--- src/rtl/fpu_seq.sv ---
// fpu_seq: hands one request at a time to a downstream FPU and returns its result, with a mul wait/timeout.
// Optional macro FPU_SEQ_MULCNT_EN adds a 16-bit wrapping count of completed multiplies on mul_count.

module fpu_seq #(
    parameter int unsigned LOG_BIT = 5,
    parameter int unsigned EXP_BIT = 8,
    parameter int unsigned N_BIT   = 1 << LOG_BIT,
    parameter int unsigned TIMEOUT = 64
) (
    input  logic             clk,
    input  logic             rst,
    input  logic             req_valid,
    output logic             req_ready,
    input  logic [N_BIT-1:0] req_a,
    input  logic [N_BIT-1:0] req_b,
    input  logic [1:0]       req_op,
    output logic             resp_valid,
    input  logic             resp_ready,
    output logic [N_BIT-1:0] resp_data,
    output logic             resp_err,
    output logic [N_BIT-1:0] fpu_a,
    output logic [N_BIT-1:0] fpu_b,
    output logic [1:0]       fpu_op,
    input  logic [N_BIT-1:0] fpu_out,
    input  logic             fpu_ready,
    output logic             busy
`ifdef FPU_SEQ_MULCNT_EN
    ,
    output logic [15:0]      mul_count
`endif
);

    localparam int unsigned WAIT_W = 8;
    localparam int unsigned CNT_W  = 16;
    localparam logic [1:0]  OP_MUL = 2'b10;
    localparam logic [1:0]  OP_ABS = 2'b11;

    if (TIMEOUT < 2 || TIMEOUT > 255 || EXP_BIT >= N_BIT) begin : g_param_check
        $error("fpu_seq: parameter out of range");
    end

    typedef enum logic [1:0] {
        ST_IDLE = 2'd0,
        ST_EXEC = 2'd1,
        ST_RESP = 2'd2
    } state_e;

    state_e            state_q, state_d;
    logic [N_BIT-1:0]  a_q, a_d, b_q, b_d;
    logic [1:0]        op_q, op_d;
    logic [WAIT_W-1:0] wait_q, wait_d;
    logic [N_BIT-1:0]  data_q, data_d;
    logic              err_q, err_d;
    logic              req_ready_q, req_ready_d;
    logic              resp_valid_q, resp_valid_d;
    logic              busy_q, busy_d;
    logic [1:0]        fpu_op_q, fpu_op_d;
    logic              capture_c;

    // First mul cycle sees a stale fpu_ready from before the op change, so it is never trusted.
    assign capture_c = (state_q == ST_EXEC) &&
                       ((op_q != OP_MUL) || ((wait_q != '0) && fpu_ready));

    // Next-state and registered-output decode.
    always_comb begin
        state_d = state_q;
        a_d     = a_q;
        b_d     = b_q;
        op_d    = op_q;
        wait_d  = wait_q;
        data_d  = data_q;
        err_d   = err_q;

        case (state_q)
            ST_IDLE: begin
                if (req_valid) begin
                    a_d     = req_a;
                    b_d     = req_b;
                    op_d    = req_op;
                    wait_d  = '0;
                    state_d = ST_EXEC;
                end
            end
            ST_EXEC: begin
                wait_d = wait_q + WAIT_W'(1);
                if (capture_c) begin
                    data_d  = fpu_out;
                    err_d   = 1'b0;
                    state_d = ST_RESP;
                end else if (wait_q == WAIT_W'(TIMEOUT - 1)) begin
                    data_d  = '1;
                    err_d   = 1'b1;
                    state_d = ST_RESP;
                end
            end
            ST_RESP: begin
                if (resp_ready) begin
                    err_d   = 1'b0;
                    state_d = ST_IDLE;
                end
            end
            default: state_d = ST_IDLE;
        endcase

        req_ready_d  = (state_d == ST_IDLE);
        resp_valid_d = (state_d == ST_RESP);
        busy_d       = (state_d != ST_IDLE);
        // Parking fpu_op at abs outside EXEC guarantees an op change on every EXEC entry.
        fpu_op_d     = (state_d == ST_EXEC) ? op_d : OP_ABS;
    end

    always_ff @(posedge clk) begin
        if (rst) begin
            state_q      <= ST_IDLE;
            a_q          <= '0;
            b_q          <= '0;
            op_q         <= '0;
            wait_q       <= '0;
            data_q       <= '0;
            err_q        <= 1'b0;
            req_ready_q  <= 1'b1;
            resp_valid_q <= 1'b0;
            busy_q       <= 1'b0;
            fpu_op_q     <= OP_ABS;
        end else begin
            state_q      <= state_d;
            a_q          <= a_d;
            b_q          <= b_d;
            op_q         <= op_d;
            wait_q       <= wait_d;
            data_q       <= data_d;
            err_q        <= err_d;
            req_ready_q  <= req_ready_d;
            resp_valid_q <= resp_valid_d;
            busy_q       <= busy_d;
            fpu_op_q     <= fpu_op_d;
        end
    end

`ifdef FPU_SEQ_MULCNT_EN
    logic [CNT_W-1:0] mulcnt_q;

    // Counts only multiplies whose result was captured; timeouts are excluded.
    always_ff @(posedge clk) begin
        if (rst) begin
            mulcnt_q <= '0;
        end else if (capture_c && (op_q == OP_MUL)) begin
            mulcnt_q <= mulcnt_q + CNT_W'(1);
        end
    end

    assign mul_count = mulcnt_q;
`endif

    assign req_ready  = req_ready_q;
    assign resp_valid = resp_valid_q;
    assign resp_data  = data_q;
    assign resp_err   = err_q;
    assign busy       = busy_q;
    assign fpu_a      = a_q;
    assign fpu_b      = b_q;
    assign fpu_op     = fpu_op_q;

endmodule

--- config.mk ---
export PLATFORM = sky130hd
export DESIGN_NAME = fpu_seq
export DESIGN_NICKNAME = d
export VERILOG_FILES = /design/src/rtl/fpu_seq.sv
export SDC_FILE = /design/constraint.sdc
export NUM_CORES = 1
export LEC_CHECK = 0
export CAP_MARGIN = 0
export CORE_MARGIN = 3
export CORE_UTILIZATION = 43
export DETAILED_ROUTE_END_ITERATION = 12
export PLACE_DENSITY = 0.92
export SYNTH_ARGS = -nofsm -noshare
export SYNTH_HDL_FRONTEND = slang
export SYNTH_SLANG_ARGS = --single-unit
--- constraint.sdc ---
create_clock -name clk -period 3.9 [get_ports clk]
set_input_delay 0.39 -clock clk [delete_from_list [all_inputs] [get_ports clk]]
set_output_delay 0.39 -clock clk [all_outputs]
set_load 0.01 [all_outputs]
== After elaboration in Yosys (flattened, before gate mapping) ==
Cells that the tools add are included.

* Register bits after elaboration: 114
* Output and inout port bits: 102
* Input port bits: 103
* Logic and storage cells: 52

* Reduce and logical (&&, ||, !) cells: 15
* Muxes and demuxes: 15
* Add/sub/neg operators: 1
* Eq/ne operators: 9
* Bitwise gates (word level): 1

{| class="wikitable"
|+ Operator list
! operator !! number
|-
| 32-bit 2-to-1 mux || 2
|-
| 8-bit case mux with 2 select lines || 1
|-
| 2-bit 2-to-1 mux || 6
|-
| 8-bit by 1-bit adder with 8-bit output, second input constant || 1
|-
| 8-bit by 6-bit == test with 1-bit output, second input constant || 1
|-
| 8-bit 2-to-1 mux || 1
|-
| 2-bit nonzero test || 4
|-
| 8-bit nonzero test || 1
|-
| 2-bit != test, second input constant || 3
|-
| 2-bit case mux with 3 select lines || 1
|-
| 2-bit AND reduction || 3
|-
| 2-bit by 1-bit == test with 1-bit output, second input constant || 2
|-
| 2-bit == test, second input constant || 2
|-
| 2-bit zero test || 2
|-
| 1-bit 2-to-1 mux || 3
|-
| 3-bit by 2-bit != test with 1-bit output, second input constant || 1
|-
| 3-bit AND reduction || 1
|-
| 1-bit logical AND || 2
|-
| 1-bit case mux with 2 select lines || 1
|-
| 2-bit OR reduction || 1
|-
| 1-bit logical OR || 1
|-
| 1-bit inverter || 1
|}

== Depth between registers and ports, before layout ==
Gate-level depths: netlist of the first run.

* Depth in word-level cells: 9
* Mapped depth: 8
* Depth with buffers taken out: 6

== Worst setup path after synthesis of the first run ==
Ideal clock, no wire load.

* Kind: reg-to-reg
* From: register state_q[0]
* To: register busy_q (netlist: busy)
* Setup slack: 2089 ps
* Clock period less this slack: 1811 ps
* Data required time: 3780 ps
* Cell stages (with the launch flop): 8
* Library setup time: 120 ps
* Path buffers: 1
* Arrival: 1692 ps
* Cell sequence: dfxtp_1 > inv_1 > ha_1 > and2_1 > clkbuf_1 > o22ai_1 > o41ai_4 > o31a_1

* Longest elaborated chain between the ends: 5
* Elaborated cells on any way between the ends: 10
* Classes of those cells: eq/ne: 2; mux: 5; reduce/logical: 3

{| class="wikitable"
|+ RTL lines
! element !! line !! RTL
|-
| from (decl) || 48 || <nowiki>state_e state_q, state_d;</nowiki>
|-
| from (signal assigned) || 126 || <nowiki>state_q <= state_d;</nowiki>
|-
| 2-bit by 1-bit == test with 1-bit output || 61, 74 ||
|-
| 1-bit logical AND || 61 || <nowiki>assign capture_c = (state_q == ST_EXEC) &&</nowiki>
|-
| 2-bit 2-to-1 mux || 86 || <nowiki>if (capture_c) begin</nowiki>
|-
| 2-bit case mux with 3 select lines (*) || 74 || <nowiki>case (state_q)</nowiki>
|-
| 2-bit nonzero test (*) || 107 || <nowiki>busy_d = (state_d != ST_IDLE);</nowiki>
|-
| to (signal assigned) || 135 || <nowiki>busy_q <= busy_d;</nowiki>
|-
| to (decl) || 56 || <nowiki>logic busy_q, busy_d;</nowiki>
|}

Every way passes the cells marked *; elsewhere a longest branch is shown, timed or not.
A chain may end at the register's enable or synchronous reset.

== Final worst setup path of the first run ==
* From: register state_q[0]
* To: register fpu_op_q[1] (netlist: fpu_op[1])

* Longest elaborated chain between the ends: 7
* Elaborated cells on any way between the ends: 13
* Classes of those cells: eq/ne: 3; mux: 6; bitwise: 1; reduce/logical: 3

{| class="wikitable"
|+ RTL lines
! element !! line !! RTL
|-
| 2-bit by 1-bit == test with 1-bit output || 61, 74 ||
|-
| 1-bit logical AND || 61 ||
|-
| 2-bit 2-to-1 mux || 86 ||
|-
| 2-bit case mux with 3 select lines || 74 ||
|-
| 2-bit by 1-bit == test with 1-bit output || 109 || <nowiki>fpu_op_d = (state_d == ST_EXEC) ? op_d : OP_ABS;</nowiki>
|-
| 1-bit inverter (no line) || n/a ||
|-
| 2-bit OR reduction (no line) || n/a ||
|-
| to (signal assigned) || 136 || <nowiki>fpu_op_q <= fpu_op_d;</nowiki>
|-
| to (decl) || 57 || <nowiki>logic [1:0] fpu_op_q, fpu_op_d;</nowiki>
|}

Several ways; a longest one is shown, not always the timed one.

==> run summary, run 1 <==
The area of the die came out at 0.0110 mm^2. The worst-skew pair later-pin latency is 0.49 ns. Of the synthesized area, sequential elements account for a little over half. The highest clock rate is approximately 400 MHz. In this run the critical register-to-register path is captured at fpu_op[1]. The number of clock buffers inserted by TritonCTS is 17. IR analysis of the VDD net gives a maximum drop of 0.408 mV.

The flip-flop and latch count after synthesis is 114. The count of flip-flops with a built-in enable after synthesis came out at 0. The final hold violation count is 0. The post-route total power came out at roughly 4 mW. The async set or reset register ratio after synthesis is 0%.

The die extent in x came out at 105 um. On the final layout, the worst clock skew is 0.00912 ns. The end of the critical path is fpu_op[1]. By area the synthesized netlist is led by dfxtp_1, nand2_1, a21oi_1. Along the worst path, the maximum fanout reaches 35. The largest individual stage delay along the critical path comes from the cell and2_2. The minimum hold slack came out at 0.445 ns. Wires add up to 12,200 um. The violation count after the first detailed-routing iteration came out at 152. Across the run, the number of max-cap violations was 0. The startpoint identified for the worst register-to-register timing path is state_q[0]. The clock transition time at the flip-flop clock pins of the worst setup and hold paths came out at 0.06 ns. The highest metal layer carrying signal wires in the routed design is met4. The number of setup buffers added after CTS came out at 0. Walking the worst path, the cells encountered are inv_1 -> ha_1 -> and2_2 -> buf_4 -> mux2i_1 -> and2_1 -> nand4_1. The worst slew slack as a fraction of its limit is 15.2%.

The number of global-route vias before repair is a little under 4k. The site row count came out at 35. The first detailed-routing pass took 4 iterations. After technology mapping, the gate count stands at 454.

The area after detailed placement came out at 0.00626 mm^2. The number of warnings issued by yosys is 0. The die is between 100 and 150 um tall.

The final instance area came out at 0.00685 mm^2. The net count reported at finish is 756. The cell accounting for the most synthesized area is dfxtp_1. In the synthesized netlist the dominant register cell turns out to be dfxtp_1.

Input and output buffers added on the ports amount to 204. The summed instance area of the synthesized netlist came out at 0.00419 mm^2. STA classifies the critical path endpoint as a register.

The number of max-slew violations in the final report is 0. The routability congestion estimate is 0.734. The leakage power summed over all cells came out at 2.53 nW. Setup repair after global routing left no endpoint under its margin. The shortest period the worst path allows is 2.50 ns. Post-CTS repair changed the size of 0 cells.

The final routed DRC violation total is 0. Power spread over the standard cell area amounts to 586 mW/mm^2. The critical path's largest stage delay is 0.61 ns. The clock passes through at most 2 buffers.

For this block, wires on met1 add up to 4730 um. The H-tree was split into 4 levels. Global routing used 22.5% of the available tracks across all layers. CTS placed an instance of clkbuf_8 at the clock tree root.

The min-delay analysis places its worst path in the category input port to register. Once the floorplan was initialized, standard cells occupied between 40% and 50% of the core. The slew at the pin closest to its max-slew limit came out at 1.27 ns. The layout-stage area growth over the synthesis result is 63.3%. The worst setup path is launched from a register. The fraction of final layout cells sized beyond drive strength 1 came out at 7.42%. The number of distinct library cells after synthesis came out at 39. At the worst endpoint, the required time is 4.24 ns.

Buffers inserted to repair hold after CTS numbered 0. In the final routed layout, each cell accounts on average for 15.5 um. The number of antenna violations at the first check in global routing was 0.

The repair_antennas step left the layout with diodes totalling 0. The flow ran to the end, and the final reports show no timing, DRC or antenna violations. After detailed routing, the met2 layer carries 6280 um of wire. The area of the placeable core came out at 0.00937 mm^2.

The mean area per synthesized cell is between 9 and 10 um^2. The number of placed I/O pins came out at 205. The post-route clock period utilization came out at about 64%.

The total met3 wirelength after detailed routing came out at 1040 um. The data arrival at the endpoint of the critical path is 2.84 ns. The wire length of the first global-routing pass is 20,000 um. The detailed placer's ending HPWL is 8790 um.

The TritonCTS clock tree is yes. The setup TNS after final layout is 0 ns. Entering global routing, the biggest net connects 73 pins.

The critical path class is register to register. Counting every net in the synthesized netlist gives 563. The number of clock sinks came out at 114.

The total number of vias is a little over 4k. The number of cell instances on the worst register-to-register path came out at 7. The top cell type's share of synthesized area is 54.4%. Setup violations remaining at the end of the flow were counted as 0. The register-to-register setup slack is 1.40 ns.

The aggregate global routing overflow came out at 0. The average vias per placed instance came out at 5.12. The critical path starts at state_q[0].

The post-route antenna net violation count is 0.
[report_power, final]
| group | leakage [nW] | switching (mW) | internal, mW | total (mW) |
|---|---|---|---|---|
| registers | 0.935 | 0.0990 | 1.35 | 1.45 |
| logic | 1.32 | 0.501 | 0.565 | 1.07 |
| clock network | 0.279 | 0.562 | 0.934 | 1.50 |
| total | 2.53 | 1.16 | 2.85 | 4.01 |
[cells in the mapped netlist, types with 2 or more instances]
master    count
nor2_1       12
xnor2_1       3
nor2b_1       5
buf_1         6
o21ai_1       2
nand3_1       2
buf_6         4
nand4_1       4
o31a_1        3
a21oi_1      66
o221a_2       3
clkbuf_1     20
inv_1         8
xor2_1        2
buf_2         4
and2_1        4
dfxtp_1     114
o31ai_1       3
ha_1          6
o221a_1      29
mux2i_1       3
nand2_1     134
[final cells by class]
| cell class | count | area, um^2 |
|---|---|---|
| clock inverters | 14 | 154 |
| well taps | 129 | 161 |
| clock buffers | 18 | 428 |
| inverters | 8 | 30.0 |
| multi-input cells | 298 | 1720 |
| repair buffers | 208 | 2070 |
| flip-flops and latches | 114 | 2280 |
| fillers | 690 | 2520 |
[worst min-delay path by stage]
stage,start,to,slack [ns],cells past startpoint
final,req_a[2],fpu_a[2],0.44,3
after global routing,req_b[10],fpu_b[10],0.43,3
after global placement,fpu_b[12],fpu_b[12],0.44,2
after detailed placement,fpu_b[28],fpu_b[28],0.45,2
after floorplan,wait_q[0],wait_q[0],0.46,2
after CTS,req_a[19],fpu_a[19],0.42,3
[registers in the layout, summed over array words and instances, names as in the netlist]
| name | count |
|---|---|
| op_q | 2 |
| resp_valid | 1 |
| resp_data | 32 |
| resp_err | 1 |
| busy | 1 |
| state_q | 2 |
| fpu_op | 2 |
| fpu_a | 32 |
| fpu_b | 32 |
| req_ready | 1 |
| wait_q | 8 |
[metrics by stage]
step / util (%) / instances / worst slack [ns]
finish: 73.1 / 789 / 1.40
global route: 73.1 / 789 / 1.18
CTS: 73.1 / 789 / 1.37
detailed placement: 66.8 / 757 / 1.19
global placement: 66.8 / 757 / 1.27
floorplan: - / 454 / 2.09
[routing by layer]
layer,up-vias,GRT usage [%]
met5,-,0
met4,0,7.59
met3,16,8.59
met2,173,39.5
met1,1899,25.0
li1,1952,-
[cells in the final DEF, fill, tap and decap left out, drive strengths merged, types with 2 or more instances in the layout]
cell,n
clkdlybuf4s50,203
nand2,134
dfxtp,114
a21oi,66
o221a,32
clkbuf,18
nor2,12
inv,12
ha,6
nor2b,5
buf,5
clkinv,5
nand4,4
and2,4
o31ai,4
mux2i,3
xnor2,3
o31a,3
clkinvlp,3
o21ai,3
nand3,2
xor2,2
bufinv,2
nor4,2
[cell families after synthesis]
logic type / after synthesis / share of synthesized area (%)
and+or+nand+nor: 168 / 16.9
AOI/OAI and AO/OA: 115 / 20.3
DFF: 114 / 54.4
buffers and inverters: 42 / 4.60
adders and majority gates: 6 / 1.79
xor gates and xnor gates: 5 / 1.04
muxes: 4 / 0.985
[worst max-delay path, delay by kind of cell, from the launching register on]
family                   cells  cell delay [ns]
AND/OR/NAND/NOR              3             0.86
buffers and inverters        2             0.54
flip-flops                   1             0.35
adder cells (fa/ha/maj)      1             0.31
multiplexers                 1             0.28
Note: power is estimated with default switching activity, not from simulation.
==> run 2, diff against run 1 <==
--- a/config.mk
+++ b/config.mk
@@ -7,9 +7,9 @@
 export LEC_CHECK = 0
 export CAP_MARGIN = 0
 export CORE_MARGIN = 3
-export CORE_UTILIZATION = 43
+export CORE_UTILIZATION = 40
 export DETAILED_ROUTE_END_ITERATION = 12
-export PLACE_DENSITY = 0.92
+export PLACE_DENSITY = 0.86
 export SYNTH_ARGS = -nofsm -noshare
 export SYNTH_HDL_FRONTEND = slang
 export SYNTH_SLANG_ARGS = --single-unit
==> constraint.sdc (replaced) <==
create_clock -name clk -period 2.5 [get_ports clk]
set_input_delay 0.25 -clock clk [delete_from_list [all_inputs] [get_ports clk]]
set_output_delay 0.25 -clock clk [all_outputs]
set_load 0.01 [all_outputs]
==> run summary, run 2 (synthesis results as in run 1) <==
The count of buffers inserted at the top-level ports came out at 204 (unchanged). The most common cell after layout, fill and taps aside is clkdlybuf4s50_1 (unchanged). The setup TNS after final layout came to 0 ns (unchanged). The non-filler instance count after layout came out at 796 (was 789). The number of clock buffers inserted by TritonCTS is 17 (unchanged). The fraction of final layout cells sized beyond drive strength 1 came out at 7.54% (was 7.42%).

The layout-stage area growth over the synthesis result was 64.6% (was 63.3%). The maximum clock insertion buffer count came out at 2 (unchanged). The setup skew after layout is 0.00816 ns (was 0.00912 ns). The area of the die is 0.0117 mm^2 (was 0.0110 mm^2). The largest net degree at the start of global routing came out at 52 (was 73). Unrepaired setup endpoints after global routing: false (unchanged). The area of the placeable core is 0.0100 mm^2 (was 0.00937 mm^2). The wire length of the first global-routing pass is 19,600 um (was 20,000 um). The count of cells resized by post-cts repair came to 0 (unchanged). The type of destination of the critical path is a register (unchanged). The count of TritonRoute iterations in the first routing pass is 4 (unchanged). The depth of the CTS H-tree was 4 (unchanged). The cell chosen for the clock root is clkbuf_8 (unchanged). The number of diodes came out at 0 (unchanged). Leading cell types in the layout, fill and taps excluded: clkdlybuf4s50_1, nand2_1, dfxtp_1 (unchanged). The path type of the worst min-delay path is input port to register (unchanged). The highest clock rate is 475 MHz (was 400 MHz). The aggregate global routing overflow is 0 (unchanged).

The number of placed I/O pins is 205 (unchanged). The worst-skew pair later-pin latency was 0.51 ns (was 0.49 ns). The TritonCTS clock tree is yes (unchanged). The final hold violation count came out at 0 (unchanged). The required time reported for the critical path endpoint is 2.92 ns (was 4.24 ns). The initial standard-cell utilization of the core was 41.9% (was 44.7%). The worst slew slack as a fraction of its limit came out at 57.9% (was 15.2%). The count of maximum capacitance violations came out at 0 (unchanged). The total number of vias is 4,038 (was 4,040). The die boundary height came out at 108 um (was 105 um). The area taken by multi-input logic gates came to 0.00172 mm^2 (unchanged). The clock transition time at the flip-flop clock pins of the worst setup and hold paths is 0.05 ns (was 0.06 ns). The number of antenna violations at the first check in global routing is 0 (unchanged). Run status: finished clean (unchanged). The post-route antenna net violation count was 0 (unchanged).

The critical path class is register to register (unchanged). The shortest period the worst path allows came out at 2.11 ns (was 2.50 ns). The final setup violation count came out at 0 (unchanged). The detailed placer's ending HPWL is 8690 um (was 8790 um). The worst-path maximum fanout is 40 (was 35). The startpoint type of the worst setup path was a register (unchanged). The number of cell instances on the worst register-to-register path was 6 (was 7). The number of fill cells in the layout came to 750 (was 690).

The number of setup buffers added after CTS was 0 (unchanged). The data arrival at the endpoint of the critical path is 2.53 ns (was 2.84 ns). The total power divided by cell area came out at 920 mW/mm^2 (was 586 mW/mm^2). The number of instances in the placed design came out at 764 (was 757). The routability congestion estimate came to 0.803 (was 0.734). The slew at the pin closest to its max-slew limit came out at 0.627 ns (was 1.27 ns). The worst supply voltage drop on vdd came out at 0.531 mV (was 0.408 mV). The die extent in x came to 108 um (was 105 um). The final core utilization came to 69.0% (was 73.1%). The total wirelength of the detailed-routed design was 12,500 um (was 12,200 um). The wire length per cell came out at 15.6 um (was 15.5 um). The violation count after the first detailed-routing iteration is 254 (was 152). The number of max-slew violations in the final report came to 0 (unchanged). The net count reported at finish is 759 (was 756). The number of global-route vias before repair is 3,980 (was 3,957). The number of clock sinks is 114 (unchanged). The register area is 0.00228 mm^2 (unchanged). The count of hold buffers inserted by post-cts repair came out at 0 (unchanged). The post-route clock period utilization is 84.3% (was 64.1%).

The worst hold path stage count is 2 (was 3). The average vias per placed instance came out at 5.07 (was 5.12). The final routed DRC violation total came to 0 (unchanged). The overall routing resource usage came out at 21.4% (was 22.5%). The leakage power summed over all cells came out at 2.57 nW (was 2.53 nW). The site row count came out at 36 (was 35).
[run 2: cell count changes in the layout (fill, tap and decap cells not counted)]
| cell | before | now |
|---|---|---|
| buf_12 | 0 | 1 |
| buf_4 | 4 | 6 |
| bufinv_16 | 2 | 3 |
| clkbuf_1 | 0 | 2 |
| clkbuf_8 | 2 | 4 |
| clkinv_2 | 2 | 5 |
| clkinv_4 | 3 | 1 |
| clkinvlp_4 | 3 | 1 |
| inv_6 | 4 | 0 |
[run 2: power by group]
| part | switching [mW] | leakage (nW) | total [mW] | internal [mW] |
|---|---|---|---|---|
| Clock | 0.808 | 0.295 | 2.40 | 1.59 |
| Combinational | 0.798 | 1.34 | 1.69 | 0.896 |
| Sequential | 0.151 | 0.935 | 2.26 | 2.11 |
[run 2: layout make-up]
cell class / instances / share of cell area (%)
inverters: 8 / 0.435
multi-input cells: 298 / 25.0
repair buffers: 211 / 30.5
flip-flops and latches: 114 / 33.1
clock buffers: 22 / 6.71
well taps: 133 / 2.41
clock inverters: 10 / 1.90
[run 2: per-stage QoR]
stage	area (um^2)	hold slack [ns]	power, mW	setup WS [ns]
2_1_floorplan	4190	0.386	3.13	0.689
3_3_place_gp	6300	0.441	3.92	0.549
3_5_place_dp	6300	0.447	3.99	0.447
4_1_cts	6900	0.141	6.41	0.402
5_1_grt	6900	0.188	6.67	0.224
6_report	6900	0.175	6.35	0.393
[run 2: path summary, 6_finish.rpt]
kind,startpoint,endpoint,slack (ns)
worst max-delay path,state_q[0],fpu_a[6],0.39
worst min-delay path,rst,wait_q[1],0.18
worst max register to register,state_q[0],fpu_a[6],0.39
worst min register to register,fpu_b[19],fpu_b[19],0.45
[run 2: per-layer routing]
metal	GRT usage, %	routed length, um
met1	24.0	4890
met2	35.5	6100
met3	8.72	1160
met4	9.92	310
met5	0	0
[run 2: critical path, cell delays in order, from the launching register on]
cell and delay, ns:
dfxtp_1 0.42, inv_1 0.09, ha_1 0.30, nand2_2 0.42, buf_4 0.47, nand2_1 0.10
a21oi_1 0.20
==> run 3, diff against run 2 <==
--- a/config.mk
+++ b/config.mk
@@ -7,9 +7,9 @@
 export LEC_CHECK = 0
 export CAP_MARGIN = 0
 export CORE_MARGIN = 3
-export CORE_UTILIZATION = 40
+export CORE_UTILIZATION = 36
 export DETAILED_ROUTE_END_ITERATION = 12
-export PLACE_DENSITY = 0.86
+export PLACE_DENSITY = 0.82
 export SYNTH_ARGS = -nofsm -noshare
 export SYNTH_HDL_FRONTEND = slang
 export SYNTH_SLANG_ARGS = --single-unit
==> constraint.sdc (replaced) <==
create_clock -name clk -period 1.9 [get_ports clk]
set_input_delay 0.19 -clock clk [delete_from_list [all_inputs] [get_ports clk]]
set_output_delay 0.19 -clock clk [all_outputs]
set_load 0.01 [all_outputs]
==> run summary, run 3 (synthesis results as in run 1) <==
The start of the worst register-to-register path is state_q[1] (was state_q[0]). The die extent in x came out at 114 um (was 108 um). The number of max-slew violations in the final report came out at 0 (unchanged). The depth of the CTS H-tree came to 4 (unchanged). The shortest period the worst path allows is 1.81 ns (was 2.11 ns). The met2 wire length is 6260 um (was 6100 um). The register-to-register setup slack is 0.09 ns (was 0.39 ns).

The startpoint of the most critical setup path is state_q[1] (was state_q[0]). The area after detailed placement is 0.00639 mm^2 (was 0.00630 mm^2). The cell chosen for the clock root is clkbuf_16 (was clkbuf_8). The number of global-route vias before repair came to 4,129 (was 3,980). The most common cell after layout, fill and taps aside is clkdlybuf4s50_1 (unchanged).

The total wirelength of the detailed-routed design is 12,600 um (was 12,500 um). The average vias per placed instance is 4.97 (was 5.07). The final instance area was 0.00701 mm^2 (was 0.00690 mm^2). The worst-skew pair later-pin latency is 0.41 ns (was 0.51 ns).

The wire length of the first global-routing pass came out at 19,700 um (was 19,600 um). The die boundary height came out at 114 um (was 108 um). The post-route clock period utilization is 95.3% (was 84.3%). The net count reported at finish is 768 (was 759). The aggregate global routing overflow is 0 (unchanged).

The startpoint type of the worst setup path is a register (unchanged). The end of the critical path was busy (was fpu_a[6]). The count of maximum capacitance violations came out at 0 (unchanged).

The wire length per cell is 15.5 um (was 15.6 um). The critical path class is register to register (unchanged). The setup skew after layout came out at 0.0129 ns (was 0.00816 ns). The area of the die was 0.0130 mm^2 (was 0.0117 mm^2).

The total number of vias came to 4,034 (was 4,038). The clock transition time at the flip-flop clock pins of the worst setup and hold paths was 0.05 ns (about the same). The violation count after the first detailed-routing iteration is 302 (was 254). The TritonCTS clock tree is yes (unchanged). The number of clock sinks came out at 114 (unchanged).

The detailed placer's ending HPWL came to 9000 um (was 8690 um). The number of diodes came out at 0 (unchanged). The worst supply voltage drop on vdd is 0.861 mV (was 0.531 mV). The setup slack of the critical path after layout is 0.0885 ns (was 0.393 ns). The final core utilization came to 63.0% (was 69.0%).

The number of placed I/O pins was 205 (unchanged). Unrepaired setup endpoints after global routing: false (unchanged). The leakage power summed over all cells is 2.61 nW (was 2.57 nW). The capturing point of the worst reg2reg path is busy (was fpu_a[6]). The post-route antenna net violation count is 0 (unchanged).

The site row count is 38 (was 36). The number of fill cells in the layout came out at 917 (was 750). The type of destination of the critical path is a register (unchanged).

Run status: finished clean (unchanged). The total met3 wirelength after detailed routing is 1080 um (was 1160 um). The data arrival at the endpoint of the critical path came out at 2.09 ns (was 2.53 ns).

The count of buffers inserted at the top-level ports is 204 (unchanged). The final hold violation count is 0 (unchanged). The worst-path maximum fanout came out at 7 (was 40). Leading cell types in the layout, fill and taps excluded: clkdlybuf4s50_1, nand2_1, dfxtp_1 (unchanged). The layout-stage area growth over the synthesis result is 67.2% (was 64.6%). The total routed wire length on the met1 layer is 4980 um (was 4890 um).

The total power divided by cell area is 1210 mW/mm^2 (was 920 mW/mm^2). The worst slew slack as a fraction of its limit is 64.8% (was 57.9%). The post-route total power is 8.51 mW (was 6.35 mW). The initial standard-cell utilization of the core is 37.7% (was 41.9%).

The count of TritonRoute iterations in the first routing pass is 4 (unchanged). The required time reported for the critical path endpoint is 2.18 ns (was 2.92 ns). The fraction of final layout cells sized beyond drive strength 1 was 9.38% (was 7.54%). The setup TNS after final layout came to 0 ns (unchanged). The number of antenna violations at the first check in global routing was 0 (unchanged). The setup slack after placement came to 0.0410 ns (was 0.447 ns).

The routability congestion estimate came out at 0.781 (was 0.803). The overall routing resource usage is 18.9% (was 21.4%). The highest metal layer with signal wires is met4 (unchanged). The path type of the worst min-delay path is input port to register (unchanged). The final routed DRC violation total was 0 (unchanged). The largest net degree at the start of global routing is 43 (was 52). The final setup violation count came out at 0 (unchanged). The number of cell instances on the worst register-to-register path came out at 7 (was 6). The area of the placeable core is 0.0111 mm^2 (was 0.0100 mm^2). The maximum clock insertion buffer count came out at 2 (unchanged). The slew at the pin closest to its max-slew limit came out at 0.513 ns (was 0.627 ns). The number of clock buffers inserted by TritonCTS was 17 (unchanged). The highest clock rate came to 552 MHz (was 475 MHz).
[run 3: how the worst min path moves through the flow]
| stage | cells past startpoint | slack [ns] | to | startpoint |
|---|---|---|---|---|
| 2_1_floorplan | 2 | 0.33 | fpu_a[0] | req_a[0] |
| 3_3_place_gp | 2 | 0.44 | fpu_a[30] | fpu_a[30] |
| 3_5_place_dp | 2 | 0.45 | fpu_a[19] | fpu_a[19] |
| 4_1_cts | 3 | 0.17 | req_ready | rst |
| 5_1_grt | 3 | 0.22 | req_ready | rst |
| 6_report | 3 | 0.19 | req_ready | rst |
[run 3: repair_timing]
item                                    4_1_cts  5_1_grt
hold endpoints to repair                      0        0
hold buffers                                  0        0
buffers inserted                              0        1
resized for setup                             0        3
endpoints found under the setup margin        0       16
[run 3: report_power, final]
part	internal, mW	switching [mW]	leakage, nW	total [mW]
Combinational	1.25	1.07	1.39	2.33
Clock	2.09	1.12	0.281	3.21
Sequential	2.78	0.193	0.936	2.97
Total	6.12	2.38	2.61	8.51
[run 3: layer usage]
layer | vias up | track usage (%)
met1 | 1872 | 20.4
li1 | 1977 | -
met2 | 163 | 33.5
met3 | 22 | 7.90
met4 | 0 | 6.10
met5 | - | 0
[run 3: layout make-up]
class	count	area, um^2	area share, %
clock buffer	19	443	6.32
clock inverter	13	160	2.29
inverter	8	30.0	0.429
multi-input combinational	298	1730	24.7
sequential	114	2280	32.6
tap	140	175	2.50
timing repair buffer	220	2180	31.1
[run 3: per-stage QoR]
step                instances  hold slack, ns
global placement          779           0.441
floorplan                 454           0.326
detailed placement        779           0.446
finish                    812           0.185
CTS                       811           0.166
global route              812           0.218
[run 3: critical path: stages, from the launching register on]
cell,delay (ns)
dfxtp_2,0.35
inv_1,0.08
ha_2,0.23
and2_2,0.26
o22ai_2,0.20
o41ai_4,0.11
buf_4,0.17
o31a_1,0.30
